==> config.mk <==
export PLATFORM = sky130hd
export DESIGN_NAME = sp_cmd_issuer
export DESIGN_NICKNAME = d
export VERILOG_FILES = /design/src/rtl/sp_unit_config.sv /design/src/rtl/sp_cmd_issuer.sv
export SDC_FILE = /design/constraint.sdc
export NUM_CORES = 1
export LEC_CHECK = 0
export BUFFER_PORTS_ARGS = -buffer_cell sky130_fd_sc_hd__buf_2
export CORE_AREA = 2 2 108 110
export CTS_CLUSTER_SIZE = 12
export DETAILED_ROUTE_END_ITERATION = 7
export DIE_AREA = 0 0 110 112
export PLACE_DENSITY = 0.78
export SLEW_MARGIN = 20
export SYNTH_ARGS = -nofsm -noshare
export SYNTH_HDL_FRONTEND = slang
export SYNTH_SLANG_ARGS = --single-unit
==> constraint.sdc <==
create_clock -name clk -period 1.89 [get_ports clk]
set_input_delay 0.189 -clock clk [delete_from_list [all_inputs] [get_ports clk]]
set_output_delay 0.189 -clock clk [all_outputs]
set_load 0.01 [all_outputs]
==> src/rtl/sp_unit_config.sv <==
// rtl/sp_unit_config.sv - Shared SP unit function codes plus issuer state and status types
package sp_unit_config;

  // fn7[4:3] selects the subunit: 0=register file, 1=ALU, 2=MAC, 3=control
  localparam logic [6:0] SP_FUNC7_LOAD_REG  = 7'b000_0000;
  localparam logic [6:0] SP_FUNC7_STORE_REG = 7'b000_0001;
  localparam logic [6:0] SP_FUNC7_ALU_ADD   = 7'b000_1000;
  localparam logic [6:0] SP_FUNC7_ALU_SUB   = 7'b000_1001;
  localparam logic [6:0] SP_FUNC7_MAC       = 7'b001_0000;
  localparam logic [6:0] SP_FUNC7_CTRL      = 7'b001_1000;

  typedef enum logic [1:0] {
    SP_ISSUE_OK          = 2'd0,
    SP_ISSUE_ID_MISMATCH = 2'd1,
    SP_ISSUE_TIMEOUT     = 2'd2
  } sp_issuer_status_t;

  typedef enum logic [1:0] {
    IDLE  = 2'd0,
    ISSUE = 2'd1,
    WAIT  = 2'd2,
    RESP  = 2'd3
  } sp_issuer_state_t;

endpackage

==> src/rtl/sp_cmd_issuer.sv <==
// rtl/sp_cmd_issuer.sv - Single-outstanding SP command issuer with writeback ID check and timeout
module sp_cmd_issuer
  import sp_unit_config::*;
#(
  parameter int ID_W           = 2,
  parameter int DATA_W         = 32,
  parameter int TIMEOUT_CYCLES = 1024
) (
  input  logic              clk,
  input  logic              rst,
  input  logic              cmd_valid,
  output logic              cmd_ready,
  input  logic [6:0]        cmd_fn7,
  input  logic [DATA_W-1:0] cmd_rs1,
  input  logic [DATA_W-1:0] cmd_rs2,
  output logic              issue_new_request,
  input  logic              issue_ready,
  output logic [ID_W-1:0]   issue_id,
  output logic [6:0]        issue_fn7,
  output logic [DATA_W-1:0] issue_rs1,
  output logic [DATA_W-1:0] issue_rs2,
  input  logic              wb_done,
  input  logic [ID_W-1:0]   wb_id,
  input  logic [DATA_W-1:0] wb_rd,
  output logic              wb_ack,
  output logic              rsp_valid,
  input  logic              rsp_ready,
  output logic [DATA_W-1:0] rsp_data,
  output logic [6:0]        rsp_fn7,
  output logic [1:0]        rsp_status,
  output logic              busy
);

  localparam int TMO_W = $clog2(TIMEOUT_CYCLES);
  localparam logic [TMO_W-1:0] TMO_LAST = TMO_W'(TIMEOUT_CYCLES - 1);

  sp_issuer_state_t  state_q, state_d;
  logic [ID_W-1:0]   id_q, id_d;
  logic [TMO_W-1:0]  tmo_q, tmo_d;
  logic [ID_W-1:0]   issue_id_q, issue_id_d;
  logic [6:0]        issue_fn7_q, issue_fn7_d;
  logic [DATA_W-1:0] issue_rs1_q, issue_rs1_d;
  logic [DATA_W-1:0] issue_rs2_q, issue_rs2_d;
  logic              wb_ack_q, wb_ack_d;
  logic [DATA_W-1:0] rsp_data_q, rsp_data_d;
  logic [6:0]        rsp_fn7_q, rsp_fn7_d;
  sp_issuer_status_t rsp_status_q, rsp_status_d;

  always_comb begin
    state_d      = state_q;
    id_d         = id_q;
    tmo_d        = tmo_q;
    issue_id_d   = issue_id_q;
    issue_fn7_d  = issue_fn7_q;
    issue_rs1_d  = issue_rs1_q;
    issue_rs2_d  = issue_rs2_q;
    wb_ack_d     = 1'b0;
    rsp_data_d   = rsp_data_q;
    rsp_fn7_d    = rsp_fn7_q;
    rsp_status_d = rsp_status_q;

    case (state_q)
      IDLE: begin
        if (cmd_valid) begin
          issue_fn7_d = cmd_fn7;
          issue_rs1_d = cmd_rs1;
          issue_rs2_d = cmd_rs2;
          issue_id_d  = id_q;
          state_d     = ISSUE;
        end
      end
      ISSUE: begin
        if (issue_ready) begin
          id_d    = id_q + 1'b1;
          tmo_d   = '0;
          state_d = WAIT;
        end
      end
      WAIT: begin
        tmo_d = tmo_q + 1'b1;
        // A writeback on the final timeout cycle still counts as a completion.
        if (wb_done) begin
          wb_ack_d  = 1'b1;
          rsp_fn7_d = issue_fn7_q;
          state_d   = RESP;
          if (wb_id == issue_id_q) begin
            rsp_data_d   = wb_rd;
            rsp_status_d = SP_ISSUE_OK;
          end else begin
            rsp_data_d   = '0;
            rsp_status_d = SP_ISSUE_ID_MISMATCH;
          end
        end else if (tmo_q == TMO_LAST) begin
          rsp_fn7_d    = issue_fn7_q;
          rsp_data_d   = '0;
          rsp_status_d = SP_ISSUE_TIMEOUT;
          state_d      = RESP;
        end
      end
      RESP: begin
        if (rsp_ready) state_d = IDLE;
      end
      default: state_d = IDLE;
    endcase
  end

  always_ff @(posedge clk) begin
    if (!rst) begin
      state_q      <= IDLE;
      id_q         <= '0;
      tmo_q        <= '0;
      issue_id_q   <= '0;
      issue_fn7_q  <= '0;
      issue_rs1_q  <= '0;
      issue_rs2_q  <= '0;
      wb_ack_q     <= 1'b0;
      rsp_data_q   <= '0;
      rsp_fn7_q    <= '0;
      rsp_status_q <= SP_ISSUE_OK;
    end else begin
      state_q      <= state_d;
      id_q         <= id_d;
      tmo_q        <= tmo_d;
      issue_id_q   <= issue_id_d;
      issue_fn7_q  <= issue_fn7_d;
      issue_rs1_q  <= issue_rs1_d;
      issue_rs2_q  <= issue_rs2_d;
      wb_ack_q     <= wb_ack_d;
      rsp_data_q   <= rsp_data_d;
      rsp_fn7_q    <= rsp_fn7_d;
      rsp_status_q <= rsp_status_d;
    end
  end

  // The strobe is gated by issue_ready so it only fires on the cycle it is taken.
  assign issue_new_request = (state_q == ISSUE) && issue_ready;
  assign cmd_ready         = (state_q == IDLE);
  assign busy              = (state_q != IDLE);
  assign rsp_valid         = (state_q == RESP);
  assign issue_id          = issue_id_q;
  assign issue_fn7         = issue_fn7_q;
  assign issue_rs1         = issue_rs1_q;
  assign issue_rs2         = issue_rs2_q;
  assign wb_ack            = wb_ack_q;
  assign rsp_data          = rsp_data_q;
  assign rsp_fn7           = rsp_fn7_q;
  assign rsp_status        = rsp_status_q;

endmodule
==> reports/qor.txt, run 1 <==
initial antenna violation count: 0
top-area cell type share of the netlist area: 50.46%
placer congestion estimate: 0.7771
grt ovf: 0
WHS: 4.013 ps
DR iter-0 viols: 300
cell area after synthesis: 0.005117 sq mm
core area: 0.01117 sq mm
flop2flop setup slack: 80 ps
Max Fclk: 553.0 MHz
met2 WL post-DR: 6870 microns
dpl hpwl: 9419 microns
Yosys reg bits: 129
crit path to: rsp_data[12]
setup violators final: 0
Ant. Diodes: 0
crit start category: flop
Clock Path Buffers: 2
Post-CTS Resized: 0
period utilization: 95.67%
min Tclk post-route: 1808 ps
total leakage power: 0.003301 uW
Synth Instances: 595
vias in the first global route: 4,681
Clock Power Share: 39.0%
PortBufs: 229
class of the worst hold path: primary input to flop
Fin. Hold Viols: 0
Area Overhead vs Synth: 37.95%
CTS clk-pin slew, worst paths: 60 ps
setup bufs post-CTS: 0
die area: 0.01232 sq mm
dpl ws: 105.7 ps
outcome: completed
post-route ant nets: 0
Cell Count Post-Placement: 933
Comb pwr share: 22.2%
most instantiated cells after synthesis: nand2_1, dfxtp_1, a21boi_0
Post-Layout Cell Count: 972
Filler Cell Count: 936
first-pass GRT wire length: 21,230 microns
worst reg-to-reg path cell count: 5
met1 wire length: 5475 microns
Worst VDD drop: 0.7721 mV
CP arrival: 2110 ps
largest net degree at the start of global routing: 60
CTS Buf Count: 17
syn avg cell area: 8.601 sq um
setup tns final: 0 ps
final clock skew: 11.69 ps
initial core utilization: 45.80%
FP Rows: 39
io pins: 230
# Max-Cap Violations: 0
drt wl/cell: 14.06 microns
switching fraction of total power: 29.23%
Max-Slew Margin vs Limit: 64.61%
reg-to-reg critical path startpoint: tmo_q[0]
Crit Path Category: flop to flop
Via Count: 4,844
Total GRT Usage: 22.20%
Mapped Nets: 712
r2r endpoint: rsp_data[12]
Power Density: 1160 mW/mm^2
CP startpoint: tmo_q[0]
DRC viols: 0
Worst-Skew Late Latency: 420 ps
fraction of layout cells with a size suffix above 1: 36.67%
Pint: 5796 uW
CP max FO: 19
Die Ht: 112 microns
Synth cell types: 37
Die W: 110 microns
yosys warns: 0
setup slack after layout: 81.82 ps
Worst EP required: 2190 ps
Slew @ Worst Pin: 527.4 ps
CTS tree: done
largest area contributor in the netlist: dfxtp_1
register area share after synthesis: 50.46%
power share of the sequential group: 38.8%
EDFF count, synth: 0
most numerous cell in the Yosys netlist: nand2_1
Main synth FF type: dfxtp_1
Top Metal Used: met4
RSZ-0062 raised after global routing: no
Async SR Flop Fraction: 0%
Area contributors post-synth: dfxtp_1, nand2_1, a21boi_0
Via density: 4.984
DR WL met3: 1097 microns
router iterations before antenna repair: 4
Worst setup EP type: flop
H-tree Lvls: 4
root buf cell: clkbuf_16
count of nets after finishing: 934
clk sinks: 129
Final Routed Wirelength: 13,670 microns
count of pins over their slew limit: 0
Net Switching: 2394 uW
-- layout make-up --
cell class                 count  area (sq um)  share of cell area (%)
clock inverter                 3         42.54                  0.6026
inverter                       6         22.52                  0.3190
clock buffer                  28         546.8                   7.745
timing repair buffer         246          1344                   19.04
tap                          143         178.9                   2.535
sequential                   129          2582                   36.58
multi-input combinational    417          2342                   33.18
-- per-stage QoR --
step | util [%] | total power [uW] | instance area [sq um]
2_1_floorplan | - | 4295 | 5117
3_3_place_gp | 57.21 | 4974 | 6392
3_5_place_dp | 57.21 | 5041 | 6392
4_1_cts | 63.02 | 8251 | 7042
5_1_grt | 63.17 | 8614 | 7059
6_report | 63.17 | 8190 | 7059
-- how the worst min path moves through the flow --
stage | startpoint | endpoint | slack (ps) | cells past startpoint
6_report | wb_rd[29] | rsp_data[29] | 4 | 2
5_1_grt | wb_rd[6] | rsp_data[6] | 0.3 | 2
4_1_cts | wb_rd[13] | rsp_data[13] | 1 | 2
3_5_place_dp | wb_rd[28] | rsp_data[28] | 420 | 2
3_3_place_gp | wb_rd[0] | rsp_data[0] | 420 | 2
2_1_floorplan | wb_rd[28] | rsp_data[28] | 320 | 1
-- power groups by stage --
| stage | sequential (uW) | clock, uW | combinational, uW |
|---|---|---|---|
| finish | 3170 | 3200 | 1820 |
| global route | 3210 | 3370 | 2030 |
| CTS | 3180 | 3250 | 1830 |
| detailed placement | 3230 | 0 | 1810 |
| global placement | 3210 | 0 | 1760 |
| floorplan | 3340 | 0 | 952 |
-- metal layers --
| metal | global-route usage, % | vias to the layer above |
|---|---|---|
| met5 | 0 | - |
| met2 | 38.77 | 168 |
| li1 | - | 2430 |
| met1 | 24.06 | 2231 |
| met4 | 7.932 | 0 |
| met3 | 8.489 | 15 |
-- logic make-up (layout without fill, tap and decap cells) --
group / count (synthesis) / after routing / share of synthesized area [%]
simple gates: 237 / 238 / 18.80
compound gates: 154 / 154 / 21.66
flops: 129 / 129 / 50.46
buf+inv: 50 / 283 / 4.083
mux: 10 / 10 / 1.980
xor+xnor: 9 / 9 / 1.540
fa+ha+maj: 6 / 6 / 1.467
-- registers in the layout, summed over array words and instances, names as in the netlist --
register    flops
id_q            2
issue_fn7       7
issue_id        2
issue_rs1      32
issue_rs2      32
rsp_data       32
rsp_fn7         7
rsp_status      2
state_q         2
tmo_q          10
wb_ack          1
-- layout by cell type (no fill, tap or decap), types with 7 or more instances in the layout --
cell type,n
buf_2,228
a21boi_0,74
dfxtp_1,129
a21oi_1,35
nand2_1,203
mux2i_1,9
buf_4,7
clkbuf_8,8
a31o_2,29
clkbuf_16,17
dlygate4sd3_1,7
-- critical path, stage by stage, from the launching register on --
cell and delay (ps):
dfxtp_1 330, ha_1 250, and3_4 210, a41o_4 300, and2_2 330, a31o_2 280
-- repair_timing --
action	CTS	global route
hold endpoints to repair	6	1
hold buffers	6	1
endpoints found under the setup margin	0	37
No activity file was read; power rests on OpenSTA's default activity.
==> inputs of run 2 (changes only) <==
CORE_AREA = 2 2 106 108   (was 2 2 108 110)
CTS_BUF_LIST = sky130_fd_sc_hd__clkbuf_4   (was default)
DIE_AREA = 0 0 108 110   (was 0 0 110 112)
PLACE_DENSITY = 0.81   (was 0.78)
==> run 2 against run 1 <==
Flip-flop and latch count is the same. Register-to-register slack better by 60 ps. Non-clock buffer count increased by 95. Power fell by 13%. Critical path depth unchanged. Die area fell by 3.6%. Via count rose by 13%. Global-route usage up 5.1 points. Worst setup slack better by 61 ps.
==> reports/qor.txt, run 2 (same netlist as run 1, synthesis figures left out) <==
placer congestion estimate: 0.8507 (+9.5%)
DRC viols: 0 (unchanged)
setup tns final: 0 ps (unchanged)
Worst EP required: 2310 ps (+120 ps)
Area Overhead vs Synth: 51.00%
router iterations before antenna repair: 7 (+3)
Fin. Hold Viols: 0 (unchanged)
grt ovf: 0 (unchanged)
setup violators final: 0 (unchanged)
root buf cell: clkbuf_4
DR iter-0 viols: 390 (+30%)
Crit Path Category: flop to flop
clk sinks: 129 (unchanged)
H-tree Lvls: 4 (unchanged)
final clock skew: 10.86 ps (-0.8299 ps)
first-pass GRT wire length: 25,250 microns (+19%)
Final Routed Wirelength: 16,380 microns (+20%)
count of pins over their slew limit: 0 (unchanged)
FP Rows: 38 (-2.6%)
Max Fclk: 572.3 MHz (+3.5%)
Filler Cell Count: 742 (-21%)
Slew @ Worst Pin: 566.6 ps (+39.27 ps)
RSZ-0062 raised after global routing: no
class of the worst hold path: primary input to flop
Total GRT Usage: 27.26% (+5.1 points)
Net Switching: 2477 uW (+3.5%)
WHS: 111.2 ps (+107.2 ps)
dpl hpwl: 9596 microns (+1.9%)
io pins: 230 (unchanged)
most common cell after layout, fill and taps aside: buf_2
CTS Buf Count: 17 (unchanged)
outcome: completed
most frequent cells in the layout: buf_2, nand2_1, dfxtp_1, dlygate4sd3_1, a21boi_0
largest net degree at the start of global routing: 132 (+120%)
Ant. Diodes: 0 (unchanged)
multi-input logic area: 0.002352 sq mm (+0.43%)
sequential cell area: 0.002582 sq mm (unchanged)
Worst-Skew Late Latency: 520 ps (+100 ps)
drt wl/cell: 15.38 microns (+9.4%)
PortBufs: 229 (unchanged)
Comb pwr share: 29.0% (+6.8 points)
core area: 0.01070 sq mm (-4.3%)
Clock Path Buffers: 2 (unchanged)
setup bufs post-CTS: 0 (unchanged)
fraction of layout cells with a size suffix above 1: 33.19% (-3.5 points)
crit start category: flop
die area: 0.01188 sq mm (-3.6%)
Clock Power Share: 26.5% (-13 points)
Power Density: 923.0 mW/mm^2 (-20%)
total leakage power: 0.003552 uW (+7.6%)
Worst VDD drop: 0.5913 mV (-23%)
initial core utilization: 47.84% (+2.0 points)
min Tclk post-route: 1747 ps (-60.70 ps)
CTS tree: done
Die W: 108 microns (-1.8%)
post-route ant nets: 0 (unchanged)
CTS clk-pin slew, worst paths: 120 ps (+60 ps)
Pint: 4656 uW (-20%)
CP max FO: 38 (+19)
power share of the sequential group: 44.5% (+5.7 points)
Worst setup EP type: flop
Max-Slew Margin vs Limit: 62.10% (-2.5 points)
# Max-Cap Violations: 0 (unchanged)
CP arrival: 2170 ps (+60 ps)
switching fraction of total power: 34.72% (+5.5 points)
Via density: 5.129 (+2.9%)
Via Count: 5,462 (+13%)
vias in the first global route: 5,422 (+16%)
Die Ht: 110 microns (-1.8%)
count of nets after finishing: 1,029 (+10%)
initial antenna violation count: 0 (unchanged)
period utilization: 92.46% (-3.2 points)
==> run 2: final timing paths <==
kind / from / endpoint / slack (ps) / cells past startpoint
hold / removal: wb_rd[30] / rsp_data[30] / 110 / 3
setup reg to reg: state_q[0] / rsp_data[19] / 140 / 5
setup / recovery: state_q[0] / rsp_data[19] / 140 / 5
hold reg to reg: rsp_status[0] / rsp_status[0] / 460 / 2
==> run 2: cell type report <==
| class | count | share of cell area [%] |
|---|---|---|
| inverters | 6 | 0.2915 |
| flip-flops and latches | 129 | 33.42 |
| clock buffers | 17 | 1.652 |
| repair buffers | 341 | 29.89 |
| clock inverters | 15 | 2.040 |
| multi-input cells | 417 | 30.44 |
| well taps | 140 | 2.267 |
==> run 2: timing repair <==
| action | 4_1_cts | 5_1_grt |
|---|---|---|
| endpoints found under the setup margin | 0 | 42 |
| hold endpoints to repair | 103 | 0 |
| resized for setup | 0 | 3 |
| hold buffers | 103 | 0 |
==> run 2: layer usage <==
| layer | track usage [%] | routed length [microns] | vias to the layer above |
|---|---|---|---|
| li1 | - | - | 2623 |
| met1 | 28.35 | 6217 | 2535 |
| met2 | 49.10 | 8369 | 250 |
| met3 | 9.524 | 1233 | 54 |
| met4 | 13.28 | 557 | 0 |
| met5 | 0 | 0 | - |
==> run 2: through the flow <==
stage                     worst slack (ps)  cell area, sq um  total power [uW]  utilization, %  std cells
after floorplan                      161.3              5117              4295               -        595
after global placement               129.3              6394              4991           59.77        929
after detailed placement             22.02              6394              5053           59.77        929
after CTS                           0.6415              7710              7087           72.07       1064
after global routing                 13.23              7727              7500           72.23       1065
final                                142.5              7727              7132           72.23       1065
==> run 2: worst max-delay path, stage by stage (launching register included) <==
cell and delay [ps]:
dfxtp_1 400, inv_1 110, ha_1 300, buf_12 200, and2_2 340, a31o_2 270
==> run 2: power by group through the flow <==
stage          Combinational [uW]  Sequential, uW  Clock [uW]
2_1_floorplan                 952            3340           0
6_report                     2070            3180        1890
5_1_grt                      2250            3210        2040
3_3_place_gp                 1780            3210           0
3_5_place_dp                 1830            3220           0
4_1_cts                      2000            3170        1920
